File: config.mk
export PLATFORM = sky130hd
export DESIGN_NAME = stopwatch_time_core
export DESIGN_NICKNAME = d
export VERILOG_FILES = /design/src/rtl/stopwatch_defs.sv /design/src/rtl/wrap_counter.sv /design/src/rtl/stopwatch_time_core.sv
export SDC_FILE = /design/constraint.sdc
export NUM_CORES = 1
export LEC_CHECK = 0
export BUFFER_PORTS_ARGS = -buffer_cell sky130_fd_sc_hd__buf_2
export CAP_MARGIN = 20
export CELL_PAD_IN_SITES_DETAIL_PLACEMENT = 0
export CELL_PAD_IN_SITES_GLOBAL_PLACEMENT = 1
export CORE_UTILIZATION = 51
export CTS_BUF_LIST = sky130_fd_sc_hd__clkbuf_4 sky130_fd_sc_hd__clkbuf_8
export CTS_CLUSTER_SIZE = 40
export DETAILED_ROUTE_END_ITERATION = 8
export PLACE_DENSITY = 0.95
export SYNTH_ARGS = -nofsm -noshare
export SYNTH_HDL_FRONTEND = slang
export SYNTH_HIERARCHICAL = 1
export SYNTH_SLANG_ARGS = --single-unit
File: constraint.sdc
create_clock -name clk -period 7.7 [get_ports clk]
set_input_delay 0.385 -clock clk [delete_from_list [all_inputs] [get_ports clk]]
set_output_delay 0.385 -clock clk [all_outputs]
set_load 0.02 [all_outputs]
File: src/rtl/stopwatch_defs.sv
// Shared definitions for the stopwatch time core: FSM encodings, field widths
// and the wrap limit of each time field.
package stopwatch_defs;

  typedef enum logic [1:0] {
    ST_STOP  = 2'd0,
    ST_RUN   = 2'd1,
    ST_CLEAR = 2'd2
  } sw_state_t;

  localparam int MSEC_W = 7;
  localparam int SEC_W  = 6;
  localparam int MIN_W  = 6;
  localparam int HOUR_W = 5;

  localparam int MSEC_MAX = 99;
  localparam int SEC_MAX  = 59;
  localparam int MIN_MAX  = 59;
  localparam int HOUR_MAX = 23;

endpackage

File: src/rtl/wrap_counter.sv
// Modulo-(MAX+1) counter with synchronous clear; carry flags the increment
// that wraps MAX back to zero so stages can be chained.
module wrap_counter #(
  parameter int WIDTH = 7,
  parameter int MAX   = 99
) (
  input  logic             clk,
  input  logic             rst,
  input  logic             clr,
  input  logic             inc,
  output logic [WIDTH-1:0] count,
  output logic             carry
);

  localparam logic [WIDTH-1:0] MAX_V = WIDTH'(MAX);

  logic [WIDTH-1:0] count_q;
  logic [WIDTH-1:0] count_d;

  always_comb begin
    count_d = count_q;
    if (clr) begin
      count_d = '0;
    end else if (inc) begin
      count_d = (count_q == MAX_V) ? '0 : count_q + 1'b1;
    end
  end

  always_ff @(posedge clk or posedge rst) begin
    if (rst) begin
      count_q <= '0;
    end else begin
      count_q <= count_d;
    end
  end

  assign count = count_q;
  assign carry = inc && (count_q == MAX_V);

endmodule

File: src/rtl/stopwatch_time_core.sv
// Stopwatch control FSM, centisecond time base and cascaded cs/sec/min/hour
// counters, driven by single-cycle run/stop and clear pulses.
module stopwatch_time_core
  import stopwatch_defs::*;
#(
  parameter int CLK_HZ  = 100_000_000,
  parameter int TICK_HZ = 100
) (
  input  logic              clk,
  input  logic              rst,
  input  logic              run_stop_pulse,
  input  logic              clear_pulse,
  output logic [MSEC_W-1:0] msec,
  output logic [SEC_W-1:0]  sec,
  output logic [MIN_W-1:0]  min,
  output logic [HOUR_W-1:0] hour,
  output logic              running
);

  localparam int DIV_RATIO = CLK_HZ / TICK_HZ;
  localparam int DIV_W     = $clog2(DIV_RATIO);
  localparam logic [DIV_W-1:0] DIV_MAX = DIV_W'(DIV_RATIO - 1);

  sw_state_t        state_q, state_d;
  logic             running_q, running_d;
  logic [DIV_W-1:0] divider_q, divider_d;
  logic             tick;
  logic             clr_counters;
  logic             msec_carry, sec_carry, min_carry;
  logic             unused_hour_carry;

  always_comb begin
    state_d = state_q;
    case (state_q)
      ST_STOP: begin
        // run/stop has priority; a simultaneous clear is dropped
        if (run_stop_pulse) begin
          state_d = ST_RUN;
        end else if (clear_pulse) begin
          state_d = ST_CLEAR;
        end
      end
      ST_RUN: begin
        if (run_stop_pulse) begin
          state_d = ST_STOP;
        end
      end
      ST_CLEAR: state_d = ST_STOP;
      default:  state_d = ST_STOP;
    endcase
    running_d = (state_d == ST_RUN);
  end

  assign tick         = (state_q == ST_RUN) && (divider_q == DIV_MAX);
  assign clr_counters = (state_q == ST_CLEAR);

  // The divider only holds in STOP, so a paused partial tick survives resume.
  always_comb begin
    divider_d = divider_q;
    if (state_q == ST_CLEAR) begin
      divider_d = '0;
    end else if (state_q == ST_RUN) begin
      divider_d = tick ? '0 : divider_q + 1'b1;
    end
  end

  always_ff @(posedge clk or posedge rst) begin
    if (rst) begin
      state_q   <= ST_STOP;
      running_q <= 1'b0;
      divider_q <= '0;
    end else begin
      state_q   <= state_d;
      running_q <= running_d;
      divider_q <= divider_d;
    end
  end

  wrap_counter #(.WIDTH(MSEC_W), .MAX(MSEC_MAX)) u_msec (
    .clk   (clk),
    .rst   (rst),
    .clr   (clr_counters),
    .inc   (tick),
    .count (msec),
    .carry (msec_carry)
  );

  wrap_counter #(.WIDTH(SEC_W), .MAX(SEC_MAX)) u_sec (
    .clk   (clk),
    .rst   (rst),
    .clr   (clr_counters),
    .inc   (msec_carry),
    .count (sec),
    .carry (sec_carry)
  );

  wrap_counter #(.WIDTH(MIN_W), .MAX(MIN_MAX)) u_min (
    .clk   (clk),
    .rst   (rst),
    .clr   (clr_counters),
    .inc   (sec_carry),
    .count (min),
    .carry (min_carry)
  );

  // Hours wrap silently; there is no overflow indication.
  wrap_counter #(.WIDTH(HOUR_W), .MAX(HOUR_MAX)) u_hour (
    .clk   (clk),
    .rst   (rst),
    .clr   (clr_counters),
    .inc   (min_carry),
    .count (hour),
    .carry (unused_hour_carry)
  );

  assign running = running_q;

endmodule

==> run_results.csv <==
group,metric,value,unit
sta,setup_viol,0,
floorplanning,die_x,75.2,µm
clocking,clk_latency,0.30,ns
route,via_per_inst,5.70,
pwr,p_sw,241,µW
sta,slew_violations,0,
sta,rsz0062_at_grt,"false",
sta,period_share,0.529,
critical_path,crit_type,"register to register",
logic_synthesis,syn_nets,299,
clocking,cts_buffer_depth,2,
sta,setup_slack,3.62,ns
route,avgRoutedWirePerCell,14.1,µm
logic_synthesis,post_synth.cell_area_avg,9.51,µm²
sta,fin_crit,4.08,ns
critical_path,endpoint_kind,"register",
floorplanning,row_count,26,
sta,relSlewSlack,0.404,
flow_run,maxCapViolCount,0,
clocking,cts_sinks,47,
floorplanning,core,5140,µm²
critical_path,cp-start-kind,"register",
floorplanning,die_h,75.2,µm
critical_path,cp.required,7.93,ns
sta,max_slew.worst_pin.slew,0.893,ns
pwr,combPwrFrac,0.298,
finish,instances_no_fill,388,
clocking,postCtsSetupBuffers,0,
clocking,cts-root-buf,"clkbuf_8",
place,dp_hpwl,3810,µm
grt,grt_pass1_wl,9180,µm
critical_path,r2r-start,"divider_q[16]$_DFFE_PP0P_",
sta,report.final.hold_viol_count,0,
logic_synthesis,synth_warnings,6,
min_path,hold_path_class,"input port to asynchronous set/reset pin",
finish,drive_gt1_frac,0.198,
floorplanning,die_area,5650,µm²
finish,syn_to_final_growth,11.4,%
sta,fin_setup_tns,0,ns
route,ant_nets,0,
clocking,cts_inserted_buffers,5,
route,drc_errors,0,
grt,grt-ovfl-total,0,
clocking,cts_tree,"built",
critical_path,crit_start,"divider_q[16]$_DFFE_PP0P_",
clocking,ctsHoldBuffers,0,
pwr,leakage,1.40,nW
pwr,power.density,220,nW/µm²
run_status,status,"complete, no violations",
pwr,seqPwrFrac,0.438,
finish,fin_nets,330,
sta,clock_skew,0.0111,ns
floorplanning,start_util,0.531,
pwr,irDropWorstVdd,0.153,mV
logic_synthesis,synth_area,2730,µm²
critical_path,reg2reg_slack,3.62,ns
grt,grt_pass1_vias,2012,
clocking,ctsHtreeMaxLevel,2,
route,vias,2210,
place,dp_cells,381,
floorplanning,io_pins,29,
critical_path,r2r_cells,11,
pwr,p_total,671,µW
route,firstDrtPassIters,6,
route,routed_wl,5490,µm
clocking,path_clk_slew,0.09,ns
pwr,pwr-share-clk,0.265,
place,place_congestion,0.826,
grt,track_usage,0.212,
grt,antenna_found_initial,0,
critical_path,cp_data_arrival_time,4.31,ns
critical_path,cp_max_fo,12,
route,drtIter0Drc,154,
critical_path,r2r-end,"u_hour/count[4]$_DFFE_PP0P_",
place,io_buffers,28,
sta,fmax,245,MHz
finish,diodes,0,
place,dp_slack,3.65,ns
logic_synthesis,synthCells,287,
clocking,cts_resized,0,
critical_path,cp-endpoint,"u_hour/count[4]$_DFFE_PP0P_",
pwr,p_int,429,µW
pwr,switching_share,0.359,
grt,grt_max_degree,35,
==> flip-flops by register name, indices dropped and copies added, names as in the netlist <==
name,count
u_sec/count,6
running,1
divider_q,20
state_q,2
u_msec/count,7
u_hour/count,5
u_min/count,6
==> how the worst min path moves through the flow <==
stage               start                     endpoint  slack [ns]  cells past startpoint
detailed placement    rst  u_hour/count[4]$_DFFE_PP0P_        0.34                      2
CTS                   rst  u_hour/count[1]$_DFFE_PP0P_        0.01                      2
finish                rst  u_hour/count[1]$_DFFE_PP0P_       0.006                      2
floorplan             rst  u_hour/count[0]$_DFFE_PP0P_        0.16                      1
global route          rst  u_hour/count[3]$_DFFE_PP0P_        0.02                      2
global placement      rst  u_hour/count[0]$_DFFE_PP0P_        0.34                      2
==> cells in the final DEF (no fill, tap or decap), drive strengths merged, types with 6 or more instances in the layout <==
cell and count:
nand2 25, o21ai 23, nand4 10, buf 30
or3 8, ha 8, a21o 6, a21oi 7
dfrtp 47, mux2i 10, a31o 6, nand2b 9
nand3 11, inv 20, nor3b 8, nor2 17
and3 11
==> per-layer routing <==
metal / vias up / GRT usage / routed length (µm)
met2: 34 / 0.352 / 2590
met3: 5 / 0.0482 / 162
li1: 1102 / - / -
met5: - / 0 / 0
met1: 1069 / 0.287 / 2690
met4: 0 / 0.0432 / 51
==> area by class of cell <==
| type | count | area [µm²] |
|---|---|---|
| Fill cell | 486 | 2100 |
| Multi-Input combinational cell | 214 | 1440 |
| Sequential cell | 47 | 1180 |
| Timing Repair Buffer | 30 | 155 |
| Tap cell | 70 | 87.6 |
| Inverter | 20 | 75.1 |
| Clock buffer | 5 | 68.8 |
| Clock inverter | 2 | 37.5 |
==> power groups by stage <==
stage / Sequential [mW] / Clock (mW) / Combinational [mW]
after floorplan: 0.294 / 0 / 0.166
after global routing: 0.298 / 0.190 / 0.224
final: 0.293 / 0.177 / 0.200
after detailed placement: 0.298 / 0 / 0.200
after CTS: 0.293 / 0.181 / 0.201
after global placement: 0.296 / 0 / 0.197
==> through the flow <==
stage / hold slack [ns] / area, µm² / util
floorplan: 0.164 / 2730 / -
global placement: 0.339 / 2940 / 0.571
detailed placement: 0.341 / 2940 / 0.571
CTS: 0.00978 / 3040 / 0.592
global route: 0.0189 / 3040 / 0.592
finish: 0.00595 / 3040 / 0.592
==> worst max-delay path, cell delays in order, from the launching register on <==
cell     delay, ns
dfrtp_1       0.41
nand4_1       0.14
or4b_4        0.56
nor3_1        0.23
buf_4         0.21
and2_1        0.33
nand2_1       0.13
nor3b_1       0.68
nand2_1       0.18
nor3b_1       0.69
and3_2        0.30
mux2i_1       0.17
Note: power is estimated with default switching activity, not from simulation.
